### config.mk
export PLATFORM = sky130hd
export DESIGN_NAME = c66x_power_supervisor
export DESIGN_NICKNAME = d
export VERILOG_FILES = /design/src/rtl/c66x_power_supervisor.sv
export SDC_FILE = /design/constraint.sdc
export NUM_CORES = 1
export LEC_CHECK = 0
export ABC_AREA = 1
export CORE_AREA = 5 5 72 106
export CTS_BUF_LIST = sky130_fd_sc_hd__clkbuf_4
export CTS_CLUSTER_DIAMETER = 120
export DETAILED_ROUTE_END_ITERATION = 16
export DIE_AREA = 0 0 77 111
export GPL_TIMING_DRIVEN = 0
export SYNTH_ARGS = -nofsm -noshare
export SYNTH_HDL_FRONTEND = slang
export SYNTH_SLANG_ARGS = --single-unit
### constraint.sdc
create_clock -name sysclk -period 2.08 [get_ports sysclk]
set_input_delay 0.52 -clock sysclk [delete_from_list [all_inputs] [get_ports sysclk]]
set_output_delay 0.52 -clock sysclk [all_outputs]
set_load 0.01 [all_outputs]
### src/rtl/c66x_power_supervisor.sv
// c66x_power_supervisor
// Drives the enable input of the C66x power sequencer. After reset it waits
// through a power-on delay, then follows the host run request. It watches the
// sequencer state code for a startup timeout or an unexpected shutdown, retries
// a bounded number of times, and latches a fault until the host clears it.
// All outputs are registered and are computed from the next-state value.
module c66x_power_supervisor #(
    parameter int TICK_DIV              = 500,
    parameter int POR_DELAY_TICKS       = 100,
    parameter int STARTUP_TIMEOUT_TICKS = 2000,
    parameter int COOLDOWN_TICKS        = 500,
    parameter int MAX_RETRIES           = 3
) (
    input  logic       sysclk,
    input  logic       reset_INV,
    input  logic       run_req,
    input  logic       fault_clear,
    input  logic [3:0] seq_state,
    output logic       enable,
    output logic       power_good,
    output logic       fault,
    output logic [1:0] retry_count,
    output logic [2:0] sup_state
);

    // Supervisor state codes
    localparam logic [2:0] ST_INIT  = 3'd0;
    localparam logic [2:0] ST_IDLE  = 3'd1;
    localparam logic [2:0] ST_RUN   = 3'd2;
    localparam logic [2:0] ST_ON    = 3'd3;
    localparam logic [2:0] ST_COOL  = 3'd4;
    localparam logic [2:0] ST_FAULT = 3'd5;

    // Sequencer state codes of interest
    localparam logic [3:0] SEQ_OFF       = 4'd0;
    localparam logic [3:0] SEQ_ON        = 4'd9;
    localparam logic [3:0] SEQ_SHUT_BASE = 4'd10;

    localparam int         PW        = (TICK_DIV > 1) ? $clog2(TICK_DIV) : 1;
    localparam logic [PW-1:0] TICK_LAST = PW'(TICK_DIV - 1);
    localparam logic [11:0] POR_T    = 12'(POR_DELAY_TICKS);
    localparam logic [11:0] TO_T     = 12'(STARTUP_TIMEOUT_TICKS);
    localparam logic [11:0] CD_T     = 12'(COOLDOWN_TICKS);
    localparam logic [11:0] TMR_MAX  = 12'hFFF;
    localparam logic [1:0]  MAX_R    = 2'(MAX_RETRIES);

    // Synchroniser and filter registers
    logic          run_q1, run_q2;
    logic          clr_q1, clr_q2;
    logic [3:0]    seq_q1, seq_q2, seq_filt_q, seq_filt_d;

    // Timebase registers
    logic [PW-1:0] presc_q, presc_d;
    logic          tick_s;
    logic [11:0]   timer_q, timer_d;

    // FSM registers
    logic [2:0]    state_q, state_d;
    logic [1:0]    retry_q, retry_d;
    logic          fault_q, fault_d;
    logic          seen_q, seen_d;
    logic          enable_q, enable_d;
    logic          pg_q, pg_d;

    // Helper signals for the failure path
    logic [1:0]    retry_inc_s;
    logic          run_fail_s;

    // 2-FF synchronisers for host levels and the two-stage sequencer capture
    always_ff @(posedge sysclk or negedge reset_INV) begin
        if (!reset_INV) begin
            run_q1     <= 1'b0;
            run_q2     <= 1'b0;
            clr_q1     <= 1'b0;
            clr_q2     <= 1'b0;
            seq_q1     <= 4'd0;
            seq_q2     <= 4'd0;
            seq_filt_q <= 4'd0;
        end else begin
            run_q1     <= run_req;
            run_q2     <= run_q1;
            clr_q1     <= fault_clear;
            clr_q2     <= clr_q1;
            seq_q1     <= seq_state;
            seq_q2     <= seq_q1;
            seq_filt_q <= seq_filt_d;
        end
    end

    // Filtered sequencer code only follows when both capture stages agree
    always_comb begin
        if (seq_q1 == seq_q2) begin
            seq_filt_d = seq_q2;
        end else begin
            seq_filt_d = seq_filt_q;
        end
    end

    // Prescaler next value and one-cycle tick at the last count
    always_comb begin
        tick_s = (presc_q == TICK_LAST);
        if (tick_s) begin
            presc_d = {PW{1'b0}};
        end else begin
            presc_d = presc_q + {{(PW-1){1'b0}}, 1'b1};
        end
    end

    // State timer: cleared on any state change, saturating tick counter otherwise
    always_comb begin
        if (state_d != state_q) begin
            timer_d = 12'd0;
        end else if (tick_s && (timer_q != TMR_MAX)) begin
            timer_d = timer_q + 12'd1;
        end else begin
            timer_d = timer_q;
        end
    end

    // Tracks whether the sequencer left "off" since this RUN attempt began
    always_comb begin
        if (state_q != ST_RUN) begin
            seen_d = 1'b0;
        end else if (seq_filt_q != SEQ_OFF) begin
            seen_d = 1'b1;
        end else begin
            seen_d = seen_q;
        end
    end

    // Failure conditions while waiting for the sequencer to come up
    always_comb begin
        retry_inc_s = (retry_q == 2'd3) ? 2'd3 : (retry_q + 2'd1);
        run_fail_s  = (seq_filt_q >= SEQ_SHUT_BASE) ||
                      ((seq_filt_q == SEQ_OFF) && seen_q) ||
                      (timer_q >= TO_T);
    end

    // Supervisor next-state, retry and fault logic
    always_comb begin
        state_d = state_q;
        retry_d = retry_q;
        fault_d = fault_q;
        case (state_q)
            ST_INIT: begin
                if (timer_q >= POR_T) begin
                    state_d = ST_COOL;
                end else begin
                    state_d = state_q;
                end
            end
            ST_IDLE: begin
                if (run_q2 && !fault_q) begin
                    state_d = ST_RUN;
                end else begin
                    state_d = state_q;
                end
            end
            ST_RUN: begin
                if (seq_filt_q == SEQ_ON) begin
                    state_d = ST_ON;
                    retry_d = 2'd0;
                end else if (run_fail_s) begin
                    retry_d = retry_inc_s;
                    if (retry_inc_s == MAX_R) begin
                        state_d = ST_FAULT;
                        fault_d = 1'b1;
                    end else begin
                        state_d = ST_COOL;
                    end
                end else if (!run_q2) begin
                    state_d = ST_COOL;
                end else begin
                    state_d = state_q;
                end
            end
            ST_ON: begin
                if (seq_filt_q != SEQ_ON) begin
                    retry_d = retry_inc_s;
                    if (retry_inc_s == MAX_R) begin
                        state_d = ST_FAULT;
                        fault_d = 1'b1;
                    end else begin
                        state_d = ST_COOL;
                    end
                end else if (!run_q2) begin
                    state_d = ST_COOL;
                end else begin
                    state_d = state_q;
                end
            end
            ST_COOL: begin
                if ((timer_q >= CD_T) && (seq_filt_q == SEQ_OFF)) begin
                    if (run_q2 && !fault_q) begin
                        state_d = ST_RUN;
                    end else begin
                        state_d = ST_IDLE;
                    end
                end else begin
                    state_d = state_q;
                end
            end
            ST_FAULT: begin
                fault_d = 1'b1;
                if (clr_q2 && !run_q2) begin
                    state_d = ST_COOL;
                    fault_d = 1'b0;
                    retry_d = 2'd0;
                end else begin
                    state_d = state_q;
                end
            end
            default: begin
                // Unused codes recover through COOLDOWN so the sequencer is seen off
                state_d = ST_COOL;
            end
        endcase
    end

    // Output decode from the next state so outputs change with the state register
    always_comb begin
        enable_d = (state_d == ST_RUN) || (state_d == ST_ON);
        pg_d     = (state_d == ST_ON) && (seq_filt_q == SEQ_ON);
    end

    // Timebase and FSM state registers
    always_ff @(posedge sysclk or negedge reset_INV) begin
        if (!reset_INV) begin
            presc_q  <= {PW{1'b0}};
            timer_q  <= 12'd0;
            state_q  <= ST_INIT;
            retry_q  <= 2'd0;
            fault_q  <= 1'b0;
            seen_q   <= 1'b0;
            enable_q <= 1'b0;
            pg_q     <= 1'b0;
        end else begin
            presc_q  <= presc_d;
            timer_q  <= timer_d;
            state_q  <= state_d;
            retry_q  <= retry_d;
            fault_q  <= fault_d;
            seen_q   <= seen_d;
            enable_q <= enable_d;
            pg_q     <= pg_d;
        end
    end

    assign enable      = enable_q;
    assign power_good  = pg_q;
    assign fault       = fault_q;
    assign retry_count = retry_q;
    assign sup_state   = state_q;

endmodule

==> metrics.md <==
| Metric | Value |
|---|---|
| First-pass GRT wire length | 8050 µm |
| Layout cells sized above 1 | 0.164 |
| Drt pass-1 iters | 4 |
| Worst-margin pin slew | 0.355 ns |
| Max Clock Freq | 511 MHz |
| Largest net degree at the start of global routing | 35 |
| Power Density | 594 mW/mm² |
| Lkg Pwr | 1.28 nW |
| Count of final setup violators | 0 |
| CTS max path bufs | 2 |
| Synth cell types | 30 |
| CP peak stage delay | 0.58 ns |
| Clock Latency Late Sink | 0.37 ns |
| Worst-path cell chain | clkdlybuf4s50_1 |
| Clock Sinks | 46 |
| Antenna violations before repair | 0 |
| CTS root buf | clkbuf_4 |
| CORE AREA | 0.00653 mm² |
| Ant. Diodes | 0 |
| Syn_nets | 291 |
| Drt initial violations | 51 |
| Max-slew violations | 0 |
| TritonCTS clock tree | yes |
| Worst-path fanout max | 6 |
| Number of enable flip-flop cells after synthesis | 0 |
| Detailed placement HPWL | 3420 µm |
| Share of the yosys chip area belonging to registers | 0.488 |
| VDD IR max | 0.394 mV |
| Vert. Die Dim | 111 µm |
| DR vias | 1803 |
| Layout Nets | 314 |
| Minimum clock period | 1.96 ns |
| Non-Filler Instances | 380 |
| Worst min path class | in2async |
| Unrepaired setup endpoints after global routing | no |
| #FFs+latches synth | 46 |
| Gr usage total | 0.114 |
| Filler Cells Inserted | 662 |
| Crit path required time | 1.56 ns |
| Routability congestion estimate from global placement | 0.834 |
| Clk_skew | 0.0157 ns |
| Quantity of I/O buffers inserted on ports | 15 |
| Top FF cell, synth | dfrtp_1 |
| Wire per inst | 11.6 µm |
| Area growth syn-to-layout | 13.7% |
| Vias per cell | 4.74 |
| Yosys warning count | 0 |
| Power, Total | 1.59 mW |
| Die width | 77 µm |
| H-tree depth | 2 |
| Tcrit/Tclk final | 0.942 |
| Core Rows | 36 |
| WP data arrival | 1.44 ns |
| DIE AREA | 0.00855 mm² |
| Bufs and invs on worst path | 1 |
| Reg clk slew, reported paths | 0.15 ns |
| Setup tns final | 0 ns |
| # resized after CTS | 0 |
| Worst setup SP type | flop |
| Initial core utilization | 0.361 |
| Mean area per synthesized cell | 8.43 µm² |
| CP endpoint kind | primary output |
| CTS Buf Count | 5 |
| Post-Synthesis Cells | 280 |
| CP max-delay cell | clkdlybuf4s50_1 |
| Final Hold Viols | 0 |
| Boundary pin count | 16 |
| Hold Buf Count CTS | 0 |
| Vias in the first global route | 1829 |
| CP Class | reg2out |
| Max-Cap Viols | 0 |
| Max-slew headroom | 0.762 |
| Synthesized area | 0.00236 mm² |
| Post-CTS Setup Repair Bufs | 0 |
| Placed cells | 372 |
| Post-synth ARST share | 1.00 |
| Antenna viol nets, final | 0 |
| Grt ovf | 0 |
| Status | finished clean |
| Worst path top cell family by delay | buffers and inverters |
| Drt total wl | 4410 µm |
| DRC Markers | 0 |
## layout by cell type, fill, tap and decap left out, types with 5 or more instances in the layout
cell type	instances
nand2_1	50
clkbuf_4	5
xor2_1	9
nand4_1	8
inv_1	35
a21oi_1	10
xnor2_1	6
clkdlybuf4s50_1	14
nand2_2	7
nor2_2	13
inv_2	9
dfrtp_1	45
o21ai_0	7
nand3_1	17
nor2_1	32
## synthesized netlist by cell type (all sizes together) (5+ instances only)
| cell | n | area, µm² |
|---|---|---|
| xnor2 | 6 | 52.6 |
| nand4 | 8 | 50.1 |
| nand3 | 20 | 115 |
| o21ai | 8 | 40.0 |
| dfrtp | 46 | 1150 |
| nor3 | 5 | 30.0 |
| a21oi | 11 | 58.8 |
| inv | 44 | 165 |
| nand2 | 57 | 231 |
| xor2 | 9 | 78.8 |
| nor2 | 47 | 224 |
## flip-flops by register name, indices dropped and copies added, names as in the netlist
register,cells
enable,1
seq_filt_q,4
presc_q,9
run_q1,1
clr_q2,1
retry_count,2
seq_q2,4
timer_q,12
seq_q1,4
sup_state,3
seen_q,1
power_good,1
run_q2,1
clr_q1,1
fault,1
## power by group
| group | total (mW) | leakage [nW] | switching (mW) | internal, mW |
|---|---|---|---|---|
| combinational | 0.153 | 0.654 | 0.0851 | 0.0679 |
| clock | 0.456 | 0.0318 | 0.318 | 0.138 |
| sequential | 0.985 | 0.589 | 0.0486 | 0.937 |
## routing by layer
metal	up-vias	track usage	routed length, µm	share of wire
met5	-	0	0	0
met4	0	0.0413	84	0.019
met3	8	0.0260	172	0.039
met2	24	0.202	2290	0.52
met1	842	0.132	1860	0.42
li1	929	-	-	-
## path summary, 6_finish.rpt
check                        startpoint            to  slack [ns]  cells after the start
max                        sup_state[1]  sup_state[1]        0.12                      1
min in group sysclk              run_q1        run_q2        0.36                      0
max reg2reg                sup_state[2]    timer_q[7]        0.24                     12
min reg2reg                      run_q1        run_q2        0.36                      0
min                           reset_INV    power_good        0.02                      1
max in group asynchronous     reset_INV    presc_q[6]        1.57                      2
## final cells by class
cell class,instances,area (µm²),share of cell area
clock buffers,5,37.5,0.0140
flip-flops and latches,46,1150,0.429
plain buffers,1,11.3,0.00420
clock inverters,3,25.0,0.00932
well taps,76,95.1,0.0354
repair buffers,16,165,0.0615
multi-input cells,189,1030,0.385
inverters,44,165,0.0615
## cell families after synthesis
| family | after synthesis | share of synthesized area |
|---|---|---|
| xor+xnor | 15 | 0.0557 |
| fa+ha+maj | 3 | 0.0159 |
| mux | 2 | 0.00954 |
| simple gates | 144 | 0.296 |
| compound gates | 25 | 0.0599 |
| buf+inv | 45 | 0.0748 |
| flops | 46 | 0.488 |
## worst reg2reg max path: stages, from the launching register on
cell and delay [ns]:
dfrtp_1 0.47, inv_2 0.13, nand3_1 0.18, nor2_1 0.24
a21oi_1 0.06, nand2_1 0.10, inv_2 0.05, nand3_1 0.06
nand2_1 0.07, nor2_2 0.09, nand2_2 0.08, buf_6 0.16
nor2_2 0.09
## metrics by stage
stage                     setup slack, ns  hold slack, ns  instance area [µm²]   util
after floorplan                     0.487           0.224                 2360      -
after global placement             -0.833           0.336                 2610  0.399
after detailed placement            0.271           0.337                 2620  0.401
after CTS                          0.0397          0.0108                 2680  0.411
after global routing               0.0400          0.0213                 2680  0.411
final                               0.121          0.0170                 2680  0.411
No activity file was read; power rests on OpenSTA's default activity.
